==> src/rtl/mac_pkg.sv <==
// Shared definitions for the MAC datapath and its result serializer:
// FSM states, default result width and the byte-count helper.
package mac_pkg;

    typedef enum logic {
        S_IDLE = 1'b0,
        S_SEND = 1'b1
    } state_t;

    localparam int MAC_RESULT_W = 24;

    function automatic int nbytes(input int width);
        return (width + 7) / 8;
    endfunction

endpackage

==> src/rtl/mac_result_fifo.sv <==
// Small synchronous FIFO holding zero-padded MAC results ahead of the serializer.
// Caller guarantees push only when !full and pop only when !empty.
module mac_result_fifo #(
    parameter int WIDTH = 24,
    parameter int DEPTH = 2
) (
    input  logic                       clk,
    input  logic                       rst,
    input  logic                       push,
    input  logic                       pop,
    input  logic [WIDTH-1:0]           wr_data,
    output logic [WIDTH-1:0]           rd_data,
    output logic                       full,
    output logic                       empty,
    output logic [$clog2(DEPTH):0]     count
);
    localparam int AW    = $clog2(DEPTH);
    localparam int CNT_W = AW + 1;

    logic [WIDTH-1:0] mem [DEPTH];
    logic [AW-1:0]    wr_ptr;
    logic [AW-1:0]    rd_ptr;

    // NOTE: storage is deliberately not reset; only pointers and count define
    // validity, so resetting the array would just add reset fan-out.
    always_ff @(posedge clk) begin
        if (push) begin
            mem[wr_ptr] <= wr_data;
        end
    end

    // NOTE: state registers use non-blocking assignments so every flop samples
    // pre-edge values regardless of statement order.
    always_ff @(posedge clk) begin
        if (rst) begin
            wr_ptr <= '0;
            rd_ptr <= '0;
            count  <= '0;
        end else begin
            if (push) wr_ptr <= wr_ptr + 1'b1;
            if (pop)  rd_ptr <= rd_ptr + 1'b1;
            case ({push, pop})
                2'b10:   count <= count + 1'b1;
                2'b01:   count <= count - 1'b1;
                default: count <= count;
            endcase
        end
    end

    assign rd_data = mem[rd_ptr];
    assign full    = (count == CNT_W'(DEPTH));
    assign empty   = (count == '0);

endmodule

==> src/rtl/mac_result_serializer.sv <==
// Buffers MAC results and streams each one LSB-first as a byte frame with last marker.
// Define MAC_SER_CHECKSUM_EN to append an XOR checksum byte to every frame.
module mac_result_serializer
    import mac_pkg::*;
#(
    parameter int RESULT_W   = MAC_RESULT_W,
    parameter int FIFO_DEPTH = 2
) (
    input  logic                clk,
    input  logic                rst,
    input  logic [RESULT_W-1:0] res_data,
    input  logic                res_valid,
    output logic                res_ready,
    output logic [7:0]          byte_out,
    output logic                byte_valid,
    output logic                byte_last,
    input  logic                byte_ready,
    output logic                busy
);
    localparam int NBYTES = nbytes(RESULT_W);
    localparam int PAD_W  = 8 * NBYTES;
`ifdef MAC_SER_CHECKSUM_EN
    localparam int FRAME_LEN = NBYTES + 1;
`else
    localparam int FRAME_LEN = NBYTES;
`endif
    localparam int IDX_W = $clog2(FRAME_LEN + 1);
    localparam int CNT_W = $clog2(FIFO_DEPTH) + 1;
    localparam logic [IDX_W-1:0] LAST_IDX = IDX_W'(FRAME_LEN - 1);

    state_t           state;
    state_t           state_next;
    logic [IDX_W-1:0] idx;
    logic [IDX_W-1:0] idx_next;
    logic [PAD_W-1:0] head;
    logic [CNT_W-1:0] fifo_count;
    logic             fifo_full;
    logic             fifo_empty;
    logic             push;
    logic             pop;
    logic             xfer;
    logic             at_last;
    logic [7:0]       data_byte;

    assign res_ready  = !fifo_full;
    assign push       = res_valid && res_ready;
    assign byte_valid = (state == S_SEND);
    assign xfer       = byte_valid && byte_ready;
    assign at_last    = (idx == LAST_IDX);
    assign pop        = xfer && at_last;

    mac_result_fifo #(
        .WIDTH(PAD_W),
        .DEPTH(FIFO_DEPTH)
    ) u_fifo (
        .clk    (clk),
        .rst    (rst),
        .push   (push),
        .pop    (pop),
        .wr_data(PAD_W'(res_data)),
        .rd_data(head),
        .full   (fifo_full),
        .empty  (fifo_empty),
        .count  (fifo_count)
    );

    always_comb begin
        data_byte = 8'h00;
        for (int i = 0; i < NBYTES; i++) begin
            if (idx == IDX_W'(i)) data_byte = head[8*i +: 8];
        end
    end

    // NOTE: every combinational output gets a default first so no path
    // through the case leaves it unassigned and infers a latch.
    always_comb begin
        state_next = state;
        idx_next   = idx;
        case (state)
            S_IDLE: begin
                if (!fifo_empty) begin
                    state_next = S_SEND;
                    idx_next   = '0;
                end
            end
            S_SEND: begin
                if (xfer) begin
                    if (at_last) begin
                        idx_next = '0;
                        // Another result remains after this pop: chain frames without a gap.
                        state_next = ((fifo_count > CNT_W'(1)) || push) ? S_SEND : S_IDLE;
                    end else begin
                        idx_next = idx + 1'b1;
                    end
                end
            end
            default: begin
                state_next = S_IDLE;
                idx_next   = '0;
            end
        endcase
    end

    always_ff @(posedge clk) begin
        if (rst) begin
            state <= S_IDLE;
            idx   <= '0;
        end else begin
            state <= state_next;
            idx   <= idx_next;
        end
    end

`ifdef MAC_SER_CHECKSUM_EN
    logic [7:0] csum;

    always_ff @(posedge clk) begin
        if (rst || pop) begin
            csum <= 8'h00;
        end else if (xfer) begin
            csum <= csum ^ data_byte;
        end
    end

    assign byte_out = !byte_valid ? 8'h00 :
                      (idx == IDX_W'(NBYTES)) ? csum : data_byte;
`else
    assign byte_out = byte_valid ? data_byte : 8'h00;
`endif

    assign byte_last = byte_valid && at_last;
    assign busy      = !fifo_empty || byte_valid;

endmodule

==> config.mk <==
export PLATFORM = sky130hd
export DESIGN_NAME = mac_result_serializer
export DESIGN_NICKNAME = d
export VERILOG_FILES = /design/src/rtl/mac_pkg.sv /design/src/rtl/mac_result_fifo.sv /design/src/rtl/mac_result_serializer.sv
export SDC_FILE = /design/constraint.sdc
export NUM_CORES = 1
export LEC_CHECK = 0
export ABC_CLOCK_PERIOD_IN_PS = 3120
export CORE_MARGIN = 8
export CORE_UTILIZATION = 50
export CTS_BUF_LIST = sky130_fd_sc_hd__clkbuf_8 sky130_fd_sc_hd__clkbuf_16
export CTS_CLUSTER_DIAMETER = 40
export DETAILED_ROUTE_END_ITERATION = 8
export GPL_ROUTABILITY_DRIVEN = 0
export PLACE_DENSITY = 0.74
export SYNTH_ARGS = -nofsm -noshare
export SYNTH_HDL_FRONTEND = slang
export SYNTH_SLANG_ARGS = --single-unit
==> constraint.sdc <==
create_clock -name clk -period 3.12 [get_ports clk]
set_input_delay 0.624 -clock clk [delete_from_list [all_inputs] [get_ports clk]]
set_output_delay 0.624 -clock clk [all_outputs]
set_load 0.02 [all_outputs]
## Word level (Yosys, flattened, before mapping)

Memory sizes are Yosys's and may differ from the RTL's. A register that Yosys moved wholly into a read port is not among the register bits.
Cells that the tools add are included.

- Register bits after elaboration: 7
- RAM bits: 48
- Logic and storage cells: 50
- Memories: 1

- $add $sub $neg: 5
- Order comparisons: 1
- Equality and inequality tests: 7
- Mux-type cells: 18
- Bitwise gates (word level): 1
- Reductions and logical operators: 12

Memories:

| name | words | width | rd ports | clocked after memory_dff | wr ports | RTL line | RTL |
|---|---|---|---|---|---|---|---|
| u_fifo.mem | 2 | 24 | 1 | 1 | 1 | mac_result_fifo.sv:20 | `logic [WIDTH-1:0] mem [DEPTH];` |

Operator list:

| cell | number |
|---|---|
| $mux 8 | 4 |
| $mux 1 | 8 |
| $pmux 2 s2 | 2 |
| $eq 2x2->1 const B | 3 |
| $mux 2 | 3 |
| $add 2x1->2 const B | 2 |
| $eq 2x1->1 const B | 2 |
| $logic_and 1x1->1 | 4 |
| $logic_not 2->1 | 2 |
| $add 1x1->1 const B | 2 |
| $gt 2x1->1 const B | 1 |
| $logic_not 1->1 | 2 |
| $logic_or 1x1->1 | 2 |
| $ne 2x1->1 const B | 1 |
| $ne 2x2->1 const B | 1 |
| $pmux 1 s2 | 1 |
| $reduce_and 2->1 | 1 |
| $reduce_bool 2->1 | 1 |
| $sub 2x1->2 const B | 1 |
| $not 1->1 | 1 |

## Longest topological paths before layout

Gate-level depths: netlist of the first run.

- Depth after elaboration: 8
- Mapped depth: 7

## Hierarchy

A second synthesis of the first run with hierarchy kept.

- Cells, all modules: 153
- Area total of the unflattened synthesis: 2361.0 um^2

Modules (own cells, without submodules):

| module | instances | cells each | area each (um^2) |
|---|---|---|---|
| mac_result_fifo | 1 | 97 | 1931.9 |
| mac_result_serializer | 1 | 56 | 429.2 |

## Worst setup path after synthesis of the first run

OpenSTA, ideal clock, no wires.

- Path kind: flip-flop to flip-flop
- Start: register u_fifo.count[0]
- End: memory u_fifo.mem[0][0], enable pin
- Library setup time: 405 ps
- Data arrival time: 1838 ps
- Data required time: 2715 ps
- Slack: 877 ps
- Stages on the path, launching flop included: 5
- Path buffers: 0
- Period minus slack after synthesis: 2243 ps
- Cell sequence: dfxtp_1 -> inv_1 -> ha_1 -> nand2b_1 -> nor2_1

- Word-level cells in the longest chain between the ends: 5

RTL lines:

| element | RTL line | RTL |
|---|---|---|
| start, declared | mac_result_fifo.sv:15 | `output logic [$clog2(DEPTH):0] count` |
| start signal, assigned | mac_result_fifo.sv:43 | `2'b10: count <= count + 1'b1;` |
| start signal, assigned | mac_result_fifo.sv:44 | `2'b01: count <= count - 1'b1;` |
| start signal, assigned | mac_result_fifo.sv:45 | `default: count <= count;` |
| $eq 2x2->1 | mac_result_fifo.sv:51 | `assign full = (count == CNT_W'(DEPTH));` |
| $logic_not 1->1 | mac_result_serializer.sv:45 | `assign res_ready = !fifo_full;` |
| $logic_and 1x1->1 | mac_result_serializer.sv:46 | `assign push = res_valid && res_ready;` |
| $mux 1 | mac_result_fifo.sv:27 | `if (push) begin` |
| $mux 1 (implied by the code) | mac_result_fifo.sv:28 | `mem[wr_ptr] <= wr_data;` |
| end, declared | mac_result_fifo.sv:20 |  |

Every way passes these cells.

## Final worst setup path of the first run

- Start: register state, in the netlist byte_valid
- End: output byte_out[6]

- Word-level cells in the longest chain between the ends: 1

RTL lines:

| element | RTL line | RTL |
|---|---|---|
| start, declared | mac_result_serializer.sv:31 | `state_t state;` |
| start signal, assigned | mac_result_serializer.sv:109 | `state <= state_next;` |
| $mux 8 | mac_result_serializer.sv:128 | `assign byte_out = byte_valid ? data_byte : 8'h00;` |
| end, declared | mac_result_serializer.sv:14 | `output logic [7:0] byte_out,` |

Every way passes these cells.

==> results.yml, run 1 <==
place:
  hpwlAfterDp_um: 2960
  dpl_cell_area_um2: 2700
  placed_cells: 227
  io_buffers: 39
worst_setup_path:
  cp.required_ns: 2.50
  cp_data_arrival_time_ns: 2.33
  crit_path_start_kind: "register"
  crit_type: "reg -> out"
  path_max_fanout: 9
  endpoint_kind: "output port"
synth:
  syn_inst: 139
  netlist_area_um2: 2240
  synth_area_leaders: "edfxtp_1 64%, mux2i_1 11%, dfxtp_1 7.2%, o22a_1 3.1%, ha_1 2.2%"
  synth_edf_count: 48
  syn_area_per_cell_um2: 16.1
  synth_top_area_cell: "edfxtp_1"
  post-synth-top-count-cell: "edfxtp_1"
  synth_cell_types: 27
  synthTopCellsByCount: "48 x edfxtp_1, 24 x mux2i_1, 8 x dfxtp_1, 8 x o22a_1, 6 x nor2_1"
  yosysSeqAreaShare_pct: 71.5
  yosysWarnings: 0
  ys_ff_latch: 56
  synthesis.nets: 171
  synth-main-ff-cell: "edfxtp_1"
  synth.top_cell.area_share_pct: 64.4
  synthArstFlopShare_pct: 0
layout:
  stdcell_area_um2: 2780
  fin_nets: 214
  drive_gt1_share_pct: 6.04
  diodes: 0
  areaGrowthSynthToFinish_pct: 24.0
  fillers: 331
  stdcell_count: 234
clock_tree:
  ctsHoldBuffers: 0
  htree_levels: 2
  path_clk_slew_ns: 0.09
  post_cts_resized: 0
  cts_buffers: 5
  insertion_delay_ns: 0.30
  cts-root-buf: "clkbuf_8"
  cts_tree: "built"
  clockBufferDepth: 2
  cts_setup_buffers: 0
  cts_sinks: 56
floorplanning:
  core-area_um2: 4320
  start_util_pct: 51.8
  fp.dieH_um: 82.9
  io_pins: 40
  die_w_um: 82.9
  dieArea_um2: 6870
  rows: 24
job:
  cap_viol_max_count: 0
global_routing:
  antenna_found_initial: 0
  grt_pass1_vias: 1355
  grt_pass1_wl_um: 6670
  grt_max_degree: 25
  grt_overflow_total: 0
  grt_usage_pct: 12.2
timing:
  final_max_slew_viol_count: 0
  slew_headroom_pct: 68.5
  post-route-period-util_pct: 94.7
  period_needed_ns: 2.95
  hold_violations: 0
  grt_setup_unrepaired: "false"
  tns_ns: 0
  fmax_mhz: 339
  worstMarginPinSlew_ns: 0.471
  skew_ns: 0.00639
  finalSetupViolations: 0
route:
  drt-total-wl_um: 4290
  num_vias: 1274
  wl_per_cell_um: 18.3
  drc_errors: 0
  drt_iter0_drc: 100
  antenna_left: 0
  vias_per_cell: 5.44
  first_pass_iters: 4
pwr:
  p_total_w: 0.00151
  power_density_nw_per_um2: 544
  leakage_nw: 0.906
  ir_worst_vdd_mv: 0.299
status:
  outcome: "finished, final reports clean"
worst_hold_path:
  hold_path_class: "reg -> reg"
## placed cells by master (no fill, tap or decap), drive strengths merged, types with 3 or more instances in the layout
cell / n
buf: 3
clkbuf: 5
clkdlybuf4s50: 39
dfxtp: 8
edfxtp: 48
ha: 4
inv: 5
mux2i: 24
nor2: 6
o21ai: 10
o22a: 8
xor2: 3
## logic make-up (layout without fill, tap and decap cells)
family / after synthesis / in the layout / share of synthesized area, %
flip-flops: 56 / 56 / 71.5
multiplexers: 24 / 24 / 10.7
AO/OA/AOI/OAI: 22 / 22 / 6.71
AND/OR/NAND/NOR: 18 / 18 / 4.75
buffers and inverters: 11 / 54 / 2.46
adder cells (fa/ha/maj): 4 / 4 / 2.24
XOR/XNOR: 4 / 4 / 1.57
## layout make-up
cell class                      instances  area (um^2)  area share [%]
Multi-Input combinational cell         72          584            21.0
Inverter                                5         18.8           0.676
Timing Repair Buffer                   42          425            15.3
Tap cell                               52         65.1            2.34
Clock inverter                          2         12.5           0.451
Sequential cell                        56         1600            57.7
Clock buffer                            5         68.8            2.48
## stage by stage
stage,setup slack (ns),utilization (%),hold WS (ns)
floorplan,0.877,-,0.481
global placement,0.564,62.3,0.496
detailed placement,0.502,62.3,0.502
CTS,0.154,64.2,0.525
global route,0.0516,64.2,0.545
finish,0.166,64.2,0.518
## sequential cells by signal, summed over array words and instances (netlist names), named ones only
name	cells
byte_valid	1
u_fifo.rd_ptr	1
u_fifo.count	2
u_fifo.mem	48
idx	2
u_fifo.wr_ptr	1
## path summary, 6_finish.rpt
check,start,endpoint,slack (ns),cells past startpoint
setup / recovery,byte_valid,byte_out[6],0.17,4
hold reg to reg,u_fifo.rd_ptr,register,0.52,2
setup reg to reg,u_fifo.count[0],u_fifo.mem[0][10],1.39,5
hold / removal,u_fifo.rd_ptr,register,0.52,2
## report_power, final
| group | internal [W] | leakage (nW) | total, W | switching (W) |
|---|---|---|---|---|
| sequential | 0.000884 | 0.513 | 0.000908 | 0.0000240 |
| combinational | 0.000109 | 0.352 | 0.000233 | 0.000124 |
| clock | 0.000153 | 0.0416 | 0.000371 | 0.000218 |
| total | 0.00115 | 0.906 | 0.00151 | 0.000366 |
## worst max-delay path, cell delays in order (launching register included)
cell,delay [ns]
dfxtp_1,0.48
or3b_1,0.55
o22a_1,0.28
o21ai_1,0.09
clkdlybuf4s50_1,0.64
## routing by layer
layer / wire length (um) / track usage (%) / share of wire [%]
met3: 241 / 4.79 / 5.6
met2: 2180 / 20.6 / 51
met5: 0 / 0 / 0
met4: 10 / 4.31 / 0.23
met1: 1860 / 13.5 / 43
(Power assumes the default switching activity.)
==> run 2: changes to the inputs <==
--- a/config.mk
+++ b/config.mk
@@ -5,14 +5,14 @@
 export SDC_FILE = /design/constraint.sdc
 export NUM_CORES = 1
 export LEC_CHECK = 0
-export ABC_CLOCK_PERIOD_IN_PS = 3120
+export ABC_CLOCK_PERIOD_IN_PS = 2900
 export CORE_MARGIN = 8
 export CORE_UTILIZATION = 50
 export CTS_BUF_LIST = sky130_fd_sc_hd__clkbuf_8 sky130_fd_sc_hd__clkbuf_16
 export CTS_CLUSTER_DIAMETER = 40
 export DETAILED_ROUTE_END_ITERATION = 8
 export GPL_ROUTABILITY_DRIVEN = 0
-export PLACE_DENSITY = 0.74
+export PLACE_DENSITY = 0.73
 export SYNTH_ARGS = -nofsm -noshare
 export SYNTH_HDL_FRONTEND = slang
 export SYNTH_SLANG_ARGS = --single-unit
==> constraint.sdc (replaced) <==
create_clock -name clk -period 2.9 [get_ports clk]
set_input_delay 0.58 -clock clk [delete_from_list [all_inputs] [get_ports clk]]
set_output_delay 0.58 -clock clk [all_outputs]
set_load 0.02 [all_outputs]
==> results.yml, run 2 (synthesis results as in run 1) <==
job:
  cap_viol_max_count: 0
timing:
  period_needed_ns: 2.78
  slew_headroom_pct: 72.7
  fmax_mhz: 360
  skew_ns: 0.00336
  worstMarginPinSlew_ns: 0.410
  grt_setup_unrepaired: "false"
  hold_violations: 0
  worst_slack_ns: 0.120
  final_max_slew_viol_count: 0
  finalSetupViolations: 0
  tns_ns: 0
  hold_slack_ns: 0.540
  post-route-period-util_pct: 95.9
worst_hold_path:
  hold_path_class: "reg -> reg"
  hold_depth: 2
clock_tree:
  cts_buffers: 5
  ctsHoldBuffers: 0
  path_clk_slew_ns: 0.10
  cts_tree: "built"
  cts-root-buf: "clkbuf_8"
  cts_sinks: 56
  clockBufferDepth: 2
  htree_levels: 2
  insertion_delay_ns: 0.30
global_routing:
  antenna_found_initial: 0
  grt_pass1_wl_um: 7300
  grt_max_degree: 25
  grt_overflow_total: 0
  grt_usage_pct: 13.2
  grt_pass1_vias: 1438
route:
  wl_per_cell_um: 18.5
  vias_per_cell: 5.46
  drc_errors: 0
  drt_iter0_drc: 82
  num_vias: 1310
  antenna_left: 0
  first_pass_iters: 4
  drt-total-wl_um: 4450
layout:
  fillers: 315
  final_cell_mix: "48 x edfxtp_1, 39 x clkdlybuf4s50_1, 24 x mux2i_1"
  fin_nets: 219
  diodes: 0
  areaGrowthSynthToFinish_pct: 26.6
  drive_gt1_share_pct: 9.57
  regMostFlops: "u_fifo.mem"
  largestRegisters: "u_fifo.mem x48, idx x2, u_fifo.count x2"
  largest_reg_flops: 48
  mostFrequentLayoutCell: "edfxtp_1"
pwr:
  leakage_nw: 0.941
  ir_worst_vdd_mv: 0.539
  power_density_nw_per_um2: 612
  p_total_w: 0.00173
floorplanning:
  core-area_um2: 4320
  io_pins: 40
  rows: 24
  fp.dieH_um: 82.9
  start_util_pct: 51.8
  dieArea_um2: 6870
  die_w_um: 82.9
place:
  post-place-ws_ns: 0.332
  io_buffers: 39
  hpwlAfterDp_um: 3130
worst_setup_path:
  cp.required_ns: 2.32
  cp_data_arrival_time_ns: 2.20
  path_max_fanout: 9
  r2r_cells: 5
  crit_type: "reg -> out"
  crit_path_start_kind: "register"
  endpoint_kind: "output port"
status:
  outcome: "finished, final reports clean"
## run 2: changes by cell type in the layout (fill, tap and decap cells not counted)
| cell | change |
|---|---|
| buf_12 | -1 |
| or3b_4 | +1 |
| bufinv_16 | +1 |
| buf_4 | +6 |
| or3b_1 | -1 |
## run 2: path summary, 6_finish.rpt
path | start | endpoint | slack (ns)
max | byte_valid | byte_out[1] | 0.12
min | u_fifo.rd_ptr | u_fifo.rd_ptr | 0.54
max reg2reg | u_fifo.count[0] | u_fifo.mem[1][12] | 1.10
min reg2reg | u_fifo.rd_ptr | u_fifo.rd_ptr | 0.54
## run 2: final cells by class
type | count | area (um^2) | area share, %
well taps | 52 | 65.1 | 2.30
repair buffers | 47 | 450 | 15.9
flip-flops and latches | 56 | 1600 | 56.5
clock buffers | 5 | 68.8 | 2.43
clock inverters | 3 | 42.5 | 1.50
multi-input cells | 72 | 587 | 20.7
inverters | 5 | 18.8 | 0.662
## run 2: layer usage
layer  routed length, um  global-route usage (%)  part of all wire, %  vias up
met2                2310                    22.0                   52       30
met5                   0                       0                    0        -
met3                 206                    3.61                  4.6        6
met4                  48                    5.91                  1.1        0
li1                    -                       -                    -      619
met1                1880                    15.5                   42      655
## run 2: per-stage QoR
stage               instances  area, um^2  util, %
global route              240        2830     65.5
finish                    240        2830     65.5
detailed placement        228        2690     62.2
floorplan                 139        2240        -
global placement          228        2690     62.2
CTS                       239        2830     65.4
## run 2: what timing repair did
| action | in CTS | in global routing |
|---|---|---|
| cloned | 0 | 0 |
| resized for setup | 1 | 0 |
| setup endpoints to repair | 4 | 4 |
| hold endpoints to repair | 0 | 0 |
| pin swaps | 1 | 1 |
| buffers inserted | 3 | 1 |
## run 2: power by group
part	internal (W)	leakage [nW]	total, W	switching (W)
registers	0.000950	0.513	0.000977	0.0000264
logic	0.000124	0.372	0.000258	0.000134
clock network	0.000256	0.0558	0.000499	0.000243
## run 2: worst max-delay path, stage by stage, from the launching register on
cell and delay [ns]:
dfxtp_1 0.47, or3b_4 0.50, o22a_1 0.23, o21ai_1 0.07, clkdlybuf4s50_1 0.63
